## src/rtl/shl_result_stage_pkg.sv

```systemverilog
`default_nettype none
// ============================================================================
//  Module      : shl_result_stage_pkg
//  Description : Shared constants and state encoding for the SHL result
//                capture stage and its helper blocks.
//  Revision    : 1.0 - initial release
// ============================================================================
package shl_result_stage_pkg;

   // Default widths: operand/result width and overflow counter width
   localparam int C_DEF_DATAWIDTH = 2;
   localparam int C_DEF_CNTWIDTH  = 8;

   // Skid buffer occupancy encoding
   localparam logic [1:0] ST_EMPTY = 2'd0;
   localparam logic [1:0] ST_ONE   = 2'd1;
   localparam logic [1:0] ST_TWO   = 2'd2;

   // Enumerated view of the occupancy, tied to the encoding above
   typedef enum logic [1:0] {
      S_EMPTY = ST_EMPTY,
      S_ONE   = ST_ONE,
      S_TWO   = ST_TWO
   } state_t;

endpackage : shl_result_stage_pkg
`default_nettype wire

```

## src/rtl/shl_ovf_detect.sv

```systemverilog
`default_nettype none
// ============================================================================
//  Module      : shl_ovf_detect
//  Description : Combinational left-shift overflow detector. Flags when any
//                set bit of a is pushed past the MSB by a << sh_amt. The
//                shift amount is treated as a full-width unsigned value.
//  Revision    : 1.0 - initial release
// ============================================================================
module shl_ovf_detect #(
   parameter int DATAWIDTH = 2
) (
   input  logic [DATAWIDTH-1:0] a,
   input  logic [DATAWIDTH-1:0] sh_amt,
   output logic                 ovf
);

   // Bit i of a leaves the word once sh_amt >= DATAWIDTH - i. Building a
   // per-bit "lost" mask avoids a variable shifter and naturally covers
   // sh_amt = 0 (nothing lost) and sh_amt >= DATAWIDTH (everything lost).
   logic [DATAWIDTH-1:0] w_lost_mask;
   logic [DATAWIDTH:0]   w_sh_ext;

   assign w_sh_ext = {1'b0, sh_amt};

   genvar i;
   generate
      for (i = 0; i < DATAWIDTH; i++) begin : g_lost_bit
         assign w_lost_mask[i] = (w_sh_ext >= (DATAWIDTH+1)'(DATAWIDTH - i));
      end
   endgenerate

   // Overflow when any nonzero bit of a falls inside the lost region
   assign ovf = |(a & w_lost_mask);

endmodule : shl_ovf_detect
`default_nettype wire

```

## src/rtl/shl_result_stage.sv

```systemverilog
`default_nettype none
// ============================================================================
//  Module      : shl_result_stage
//  Description : Registered valid/ready capture stage behind a combinational
//                SHL. Buffers up to two beats (main + skid register), tags
//                each with a left-shift overflow flag and counts delivered
//                overflow beats in a saturating counter.
//  Revision    : 1.0 - initial release
// ============================================================================
module shl_result_stage
   import shl_result_stage_pkg::*;
#(
   parameter int DATAWIDTH = C_DEF_DATAWIDTH,
   parameter int CNTWIDTH  = C_DEF_CNTWIDTH
) (
   input  logic                 Clk,
   input  logic                 Rst,
   input  logic                 in_valid,
   output logic                 in_ready,
   input  logic [DATAWIDTH-1:0] a,
   input  logic [DATAWIDTH-1:0] sh_amt,
   input  logic [DATAWIDTH-1:0] d,
   output logic                 out_valid,
   input  logic                 out_ready,
   output logic [DATAWIDTH-1:0] out_data,
   output logic                 out_ovf,
   input  logic                 clr_cnt,
   output logic [CNTWIDTH-1:0]  ovf_count
);

   // ------------------------------------------------------------------
   // Registers
   // ------------------------------------------------------------------
   state_t                r_state;
   logic                  r_in_ready;
   logic                  r_out_valid;
   logic [DATAWIDTH-1:0]  r_out_data;
   logic                  r_out_ovf;
   logic [DATAWIDTH-1:0]  r_skid_data;
   logic                  r_skid_ovf;
   logic [CNTWIDTH-1:0]   r_ovf_count;

   // ------------------------------------------------------------------
   // Combinational controls
   // ------------------------------------------------------------------
   logic                  w_ovf;
   logic                  w_in_fire;
   logic                  w_out_fire;
   state_t                w_state_nxt;
   logic                  w_in_ready_nxt;
   logic                  w_out_valid_nxt;
   logic                  w_load_main_in;
   logic                  w_load_main_skid;
   logic                  w_load_skid;
   logic                  w_cnt_sat;

   // Overflow flag of the beat currently offered upstream
   shl_ovf_detect #(
      .DATAWIDTH (DATAWIDTH)
   ) u_ovf_detect (
      .a      (a),
      .sh_amt (sh_amt),
      .ovf    (w_ovf)
   );

   assign w_in_fire  = in_valid & r_in_ready;
   assign w_out_fire = r_out_valid & out_ready;
   assign w_cnt_sat  = &r_ovf_count;

   // Next-state and register-load decode for the two-entry skid buffer
   always_comb begin
      w_state_nxt      = r_state;
      w_in_ready_nxt   = r_in_ready;
      w_out_valid_nxt  = r_out_valid;
      w_load_main_in   = 1'b0;
      w_load_main_skid = 1'b0;
      w_load_skid      = 1'b0;
      case (r_state)
         S_EMPTY: begin
            if (w_in_fire) begin
               w_load_main_in  = 1'b1;
               w_out_valid_nxt = 1'b1;
               w_state_nxt     = S_ONE;
            end
         end
         S_ONE: begin
            if (w_in_fire && w_out_fire) begin
               // Pass-through: new beat replaces the one leaving
               w_load_main_in = 1'b1;
            end else if (w_in_fire) begin
               // Consumer stalled: park the new beat and stop upstream
               w_load_skid    = 1'b1;
               w_in_ready_nxt = 1'b0;
               w_state_nxt    = S_TWO;
            end else if (w_out_fire) begin
               w_out_valid_nxt = 1'b0;
               w_state_nxt     = S_EMPTY;
            end
         end
         S_TWO: begin
            // in_ready is low here, so only the output side can move
            if (w_out_fire) begin
               w_load_main_skid = 1'b1;
               w_in_ready_nxt   = 1'b1;
               w_state_nxt      = S_ONE;
            end
         end
         default: begin
            w_state_nxt     = S_EMPTY;
            w_in_ready_nxt  = 1'b1;
            w_out_valid_nxt = 1'b0;
         end
      endcase
   end

   // State and handshake flag registers
   always_ff @(posedge Clk) begin
      if (Rst) begin
         r_state     <= S_EMPTY;
         r_in_ready  <= 1'b1;
         r_out_valid <= 1'b0;
      end else begin
         r_state     <= w_state_nxt;
         r_in_ready  <= w_in_ready_nxt;
         r_out_valid <= w_out_valid_nxt;
      end
   end

   // Main (output) register: loads from upstream or drains the skid entry
   always_ff @(posedge Clk) begin
      if (Rst) begin
         r_out_data <= '0;
         r_out_ovf  <= 1'b0;
      end else if (w_load_main_in) begin
         r_out_data <= d;
         r_out_ovf  <= w_ovf;
      end else if (w_load_main_skid) begin
         r_out_data <= r_skid_data;
         r_out_ovf  <= r_skid_ovf;
      end
   end

   // Skid register: holds the second beat while the consumer is stalled
   always_ff @(posedge Clk) begin
      if (Rst) begin
         r_skid_data <= '0;
         r_skid_ovf  <= 1'b0;
      end else if (w_load_skid) begin
         r_skid_data <= d;
         r_skid_ovf  <= w_ovf;
      end
   end

   // Saturating count of delivered overflow beats; clear has priority
   always_ff @(posedge Clk) begin
      if (Rst) begin
         r_ovf_count <= '0;
      end else if (clr_cnt) begin
         r_ovf_count <= '0;
      end else if (w_out_fire && r_out_ovf && !w_cnt_sat) begin
         r_ovf_count <= r_ovf_count + CNTWIDTH'(1);
      end
   end

   assign in_ready  = r_in_ready;
   assign out_valid = r_out_valid;
   assign out_data  = r_out_data;
   assign out_ovf   = r_out_ovf;
   assign ovf_count = r_ovf_count;

endmodule : shl_result_stage
`default_nettype wire

```

## config.mk

```make
export PLATFORM = sky130hd
export DESIGN_NAME = shl_result_stage
export DESIGN_NICKNAME = d
export VERILOG_FILES = /design/src/rtl/shl_result_stage_pkg.sv /design/src/rtl/shl_ovf_detect.sv /design/src/rtl/shl_result_stage.sv
export SDC_FILE = /design/constraint.sdc
export NUM_CORES = 1
export LEC_CHECK = 0
export ABC_AREA = 1
export BUFFER_PORTS_ARGS = -buffer_cell sky130_fd_sc_hd__buf_2
export CORE_MARGIN = 5
export CORE_UTILIZATION = 35
export DETAILED_ROUTE_END_ITERATION = 16
export PLACE_DENSITY = 0.58
export RECOVER_POWER = 50
export SKIP_LAST_GASP = 1
export SYNTH_ARGS = -nofsm -noshare
export SYNTH_HDL_FRONTEND = slang
export SYNTH_HIERARCHICAL = 1
export SYNTH_SLANG_ARGS = --single-unit
```

## constraint.sdc

```tcl
create_clock -name Clk -period 1.35 [get_ports Clk]
set_input_delay 0.2025 -clock Clk [delete_from_list [all_inputs] [get_ports Clk]]
set_output_delay 0.2025 -clock Clk [all_outputs]
set_load 0.05 [all_outputs]
```

==> results of run 1 <==
what timing repair did:
| action | CTS | global route |
|---|---|---|
| gates resized for setup | 0 | 2 |
| endpoints found under the hold margin | 0 | 0 |
| setup endpoints to repair | 0 | 4 |
through the flow:
stage                     setup slack (ns)  instance area (um^2)  util (%)  power [mW]
after floorplan                     0.0182                   987         -       0.791
after global placement               0.150                  1140      42.0       0.852
after detailed placement             0.108                  1140      42.0       0.855
after CTS                           0.0771                  1170      43.3        1.19
after global routing                0.0166                  1180      43.5        1.24
final                                0.129                  1180      43.5        1.17
state kept, by name, indices dropped and copies added (netlist names):
signal and cells:
in_ready 1, out_ovf 1, ovf_count 8, out_data 2
r_state 2, r_skid_data 2, r_skid_ovf 1, out_valid 1
final timing paths:
path / start / endpoint / depth (start not counted)
max: ovf_count[4] / ovf_count[4] / 1
min: d[1] / out_data[1] / 3
max reg2reg: ovf_count[0] / ovf_count[3] / 7
min reg2reg: in_ready / in_ready / 2
where the power goes:
group          leakage, nW  internal (mW)  switching, mW
sequential           0.150          0.560         0.0238
combinational        0.376         0.0711          0.187
clock               0.0210          0.164          0.159
total                0.548          0.795          0.370
cells by family (layout without fill, tap and decap cells):
logic type	Yosys count	count (layout)	share of synthesized area [%]
AND/OR/NAND/NOR	83	83	39.7
AO/OA/AOI/OAI	22	22	11.5
buffers and inverters	20	46	7.73
flip-flops	18	18	37.1
XOR/XNOR	3	3	2.71
adder cells (fa/ha/maj)	1	1	1.29
metal layers:
layer	vias up	track usage, %	share of wire, %
met5	-	0	0
met3	2	2.34	4.8
met4	0	3.98	0.77
met1	440	13.1	43
li1	512	-	-
met2	17	20.1	51
cells in the final DEF, fill, tap and decap left out, types with 6 or more instances in the layout:
cell type,netlist,final
nand2_1,43,43
dfxtp_2,0,7
a21oi_1,13,13
buf_2,0,12
clkbuf_2,0,11
nor2_1,23,23
nand3_1,6,6
inv_1,17,17
dfxtp_1,18,9
o21ai_0,7,7
cell type report:
cell class / count / share of cell area [%]
Multi-Input combinational cell: 109 / 45.6
Clock buffer: 4 / 3.08
Timing Repair Buffer: 23 / 9.77
Sequential cell: 18 / 32.0
Tap cell: 31 / 3.29
Inverter: 19 / 6.26
==> metrics, run 1 <==
status finished clean; syn_nets 159; 1st-iter DRT viols 46; setup TNS 0 ns; CP bufs+invs 1; Slew Viols, Final 0; CP startpoint kind flop; GPL Wtd Cong 0.803; Initial Util 35.8%; clk_skew 0.00363 ns; fin nets 186; I/O Buffers 23; highest-delay cell along the critical path dfxtp_1; worst slew pin tran 0.321 ns; Max Cap Viol 0; area growth from synthesis to layout 21.4%; crit-path cells buf_2; area leader, netlist dfxtp_1; top-area cell type share of the netlist area 37.1%; FF+latch count, synth 18; IR Drop Worst-Case VDD 582 uV; Post-synth EDFFs 0; leakage dissipation 0.548 nW; largest net degree at the start of global routing 11; RSZ-0062 raised after global routing no; antenna cell count 0; Via Count 971; P per Cell Area 989 nW/um^2; Worst Setup Path Type flop to output port; final hold viol count 0; Worst EP required 1.15 ns; FF+latch area 377 um^2; Root Buffer clkbuf_4; hold slack 0.180 ns; footprint of the multi-input gates 538 um^2; residual DRC count 0; Finished Layout Cells 204; CTS sink count 18; FILL cells 286; slowest stage delay, CP 0.44 ns; CTS Buf Count 3; crit-path leading delay family flip-flops; Post-synth ARST share 0%; Bufs on Longest Clock Path 2; synthesized netlist cell count 147; Netlist cell types 18; initial antenna violation count 0; number of global-route vias before repair 949; Tot GR Track Use 11.2%; r2r setup slk 0.14 ns; H-tree levels 1; worst skew pair latency 0.28 ns; critical path endpoint category output port; CTS Hold Buffers Added 0; Post-CTS Setup Repair Bufs 0; Top FF cell, synth dfxtp_1; CTS tree done; clock-pin slew on the worst setup and hold paths 0.10 ns; Avg Vias per Cell 4.76; TritonRoute pass-1 iters 4; mean post-synth cell area 6.60 um^2; Die ar. 3930 um^2; f_max 819 MHz; layout cells sized above 1 27.7%; crit path max fanout 5; Final HPWL DP 1700 um; synth top area cells dfxtp_1, nand2_1, nor2_1, a21oi_1, inv_1; Synth Cell Area 971 um^2; final WL 2080 um; Slew HR 78.5%; synth cell count leaders nand2_1, nor2_1, dfxtp_1; fin crit share 90.4%; first-pass GRT wire length 3730 um; top-count cell post-synth nand2_1; gr ovfl total 0; Die W 62.7 um; post-synthesis sequential area ratio 37.1%; DR WL/cell 10.2 um; core box area 2710 um^2; I/O pins 24; CP arrival 1.02 ns; site row count 19; placed cells 200; Min Clock Period, post-route 1.22 ns; HP Class input pin to flop; setup violators final 0; post-route ant nets 0; synth warn 6; DIE HEIGHT 62.7 um
No activity file was read; power rests on OpenSTA's default activity.
==> inputs of run 2 (changes only) <==
Settings changed: CTS_BUF_LIST from default to sky130_fd_sc_hd__clkbuf_8.
==> metrics, run 2 (synthesis gave the netlist of run 1 again) <==
DIE HEIGHT 62.7 um (unchanged); Bufs on Longest Clock Path 2 (unchanged); CTS sink count 18 (unchanged); status finished clean (unchanged); leakage dissipation 0.555 nW (was 0.548 nW); Via Count 973 (was 971); Slew HR 78.5% (about the same); post-cts gate resize count 0 (unchanged); setup violators final 0 (unchanged); Initial Util 35.8% (unchanged); P per Cell Area 1060 nW/um^2 (was 989 nW/um^2); IR Drop Worst-Case VDD 719 uV (was 582 uV); Max Cap Viol 0 (unchanged); worst skew pair latency 0.24 ns (was 0.28 ns); core box area 2710 um^2 (unchanged); layout cells sized above 1 27.7% (unchanged); Reg-to-Reg Start ovf_count[0] (unchanged); area growth from synthesis to layout 23.1% (was 21.4%); Worst Setup Path Type flop to flop (was flop to output port); Final HPWL DP 1700 um (unchanged); Die ar. 3930 um^2 (unchanged); highest-delay cell along the critical path dfxtp_4 (was dfxtp_1); clock-pin slew on the worst setup and hold paths 0.07 ns (was 0.10 ns); RSZ-0062 raised after global routing no (unchanged); CP arrival 1.35 ns (was 1.02 ns); crit-path cells ha_2 -> nand2_2 -> nor2_4 -> nand2_2 -> nand2_4 -> inv_2 -> nor2_1 -> nor2_1 (was buf_2); hold slack 0.213 ns (was 0.180 ns); fin nets 186 (unchanged); f_max 825 MHz (was 819 MHz); I/O pins 24 (unchanged); I/O Buffers 23 (unchanged); DR WL/cell 10.2 um (about the same); Root Buffer clkbuf_8 (was clkbuf_4); TritonRoute pass-1 iters 4 (unchanged); crit path max fanout 7 (was 5); GPL Wtd Cong 0.803 (unchanged); post-route ant nets 0 (unchanged); setup TNS 0 ns (unchanged); gr ovfl total 0 (unchanged); HP Class input pin to flop (unchanged); crit path from ovf_count[0] (was ovf_count[4]); Worst Min Path Start d[1] (unchanged); fin crit share 89.8% (was 90.4%); H-tree levels 1 (unchanged); clk_skew 0.00182 ns (was 0.00363 ns); commonest non-fill, non-tap cell in the layout nand2_1 (unchanged); Post-CTS Setup Repair Bufs 0 (unchanged); Slew Viols, Final 0 (unchanged); CTS Buf Count 3 (unchanged); final hold viol count 0 (unchanged); most frequent cells in the layout nand2_1, nor2_1, inv_1 (unchanged); largest net degree at the start of global routing 11 (unchanged); antenna cell count 0 (unchanged); Worst EP required 1.49 ns (was 1.15 ns); 1st-iter DRT viols 37 (was 46); FF-to-FF path depth 8 (was 7); max reg flops 8 (unchanged); slowest stage delay, CP 0.36 ns (was 0.44 ns); number of global-route vias before repair 950 (was 949); first-pass GRT wire length 3740 um (was 3730 um); residual DRC count 0 (unchanged); Min Clock Period, post-route 1.21 ns (was 1.22 ns); final WL 2080 um (about the same); Avg Vias per Cell 4.77 (was 4.76); worst slew pin tran 0.321 ns (about the same); CP startpoint kind flop (unchanged); site row count 19 (unchanged); critical path endpoint category flop (was output port); CTS tree done (unchanged); initial antenna violation count 0 (unchanged); Hold Path Cell Cnt 3 (unchanged); CTS Hold Buffers Added 0 (unchanged); Tot GR Track Use 11.3% (was 11.2%); Die W 62.7 um (unchanged)
[run 2: per-layer routing]
metal	vias up	wire, um	track usage [%]
li1	510	-	-
met1	439	879	13.1
met2	22	1070	19.9
met3	2	119	2.88
met4	0	17	3.98
met5	-	0	0
[run 2: through the flow]
step / std cells / utilization [%] / total power [mW] / setup slack (ns) / area, um^2
after floorplan: 147 / - / 0.791 / 0.0182 / 987
after global placement: 200 / 42.0 / 0.852 / 0.150 / 1140
after detailed placement: 200 / 42.0 / 0.855 / 0.108 / 1140
after CTS: 204 / 44.0 / 1.30 / 0.0889 / 1190
after global routing: 204 / 44.1 / 1.34 / 0.0149 / 1190
final: 204 / 44.1 / 1.27 / 0.138 / 1190
[run 2: path summary, 6_finish.rpt]
path	to	slack, ns
setup / recovery	ovf_count[1]	0.14
setup reg to reg	ovf_count[1]	0.14
hold reg to reg	in_ready	0.46
hold / removal	out_data[1]	0.21
[run 2: critical path, delay by kind of cell, from the launching register on]
family                   cells  cell delay, ns
flip-flops                   1            0.36
AND/OR/NAND/NOR              6            0.50
adder cells (fa/ha/maj)      1            0.19
buffers and inverters        1            0.06
[run 2: power by group]
part | switching [mW] | internal, mW
clock network | 0.168 | 0.258
logic | 0.187 | 0.0709
registers | 0.0237 | 0.561
total | 0.379 | 0.890
[run 2: cell type report]
cell class | count | area [um^2]
clock buffer | 4 | 55.1
fill | 287 | 1520
inverter | 19 | 71.3
multi-input combinational | 109 | 538
sequential | 18 | 377
tap | 31 | 38.8
timing repair buffer | 23 | 115
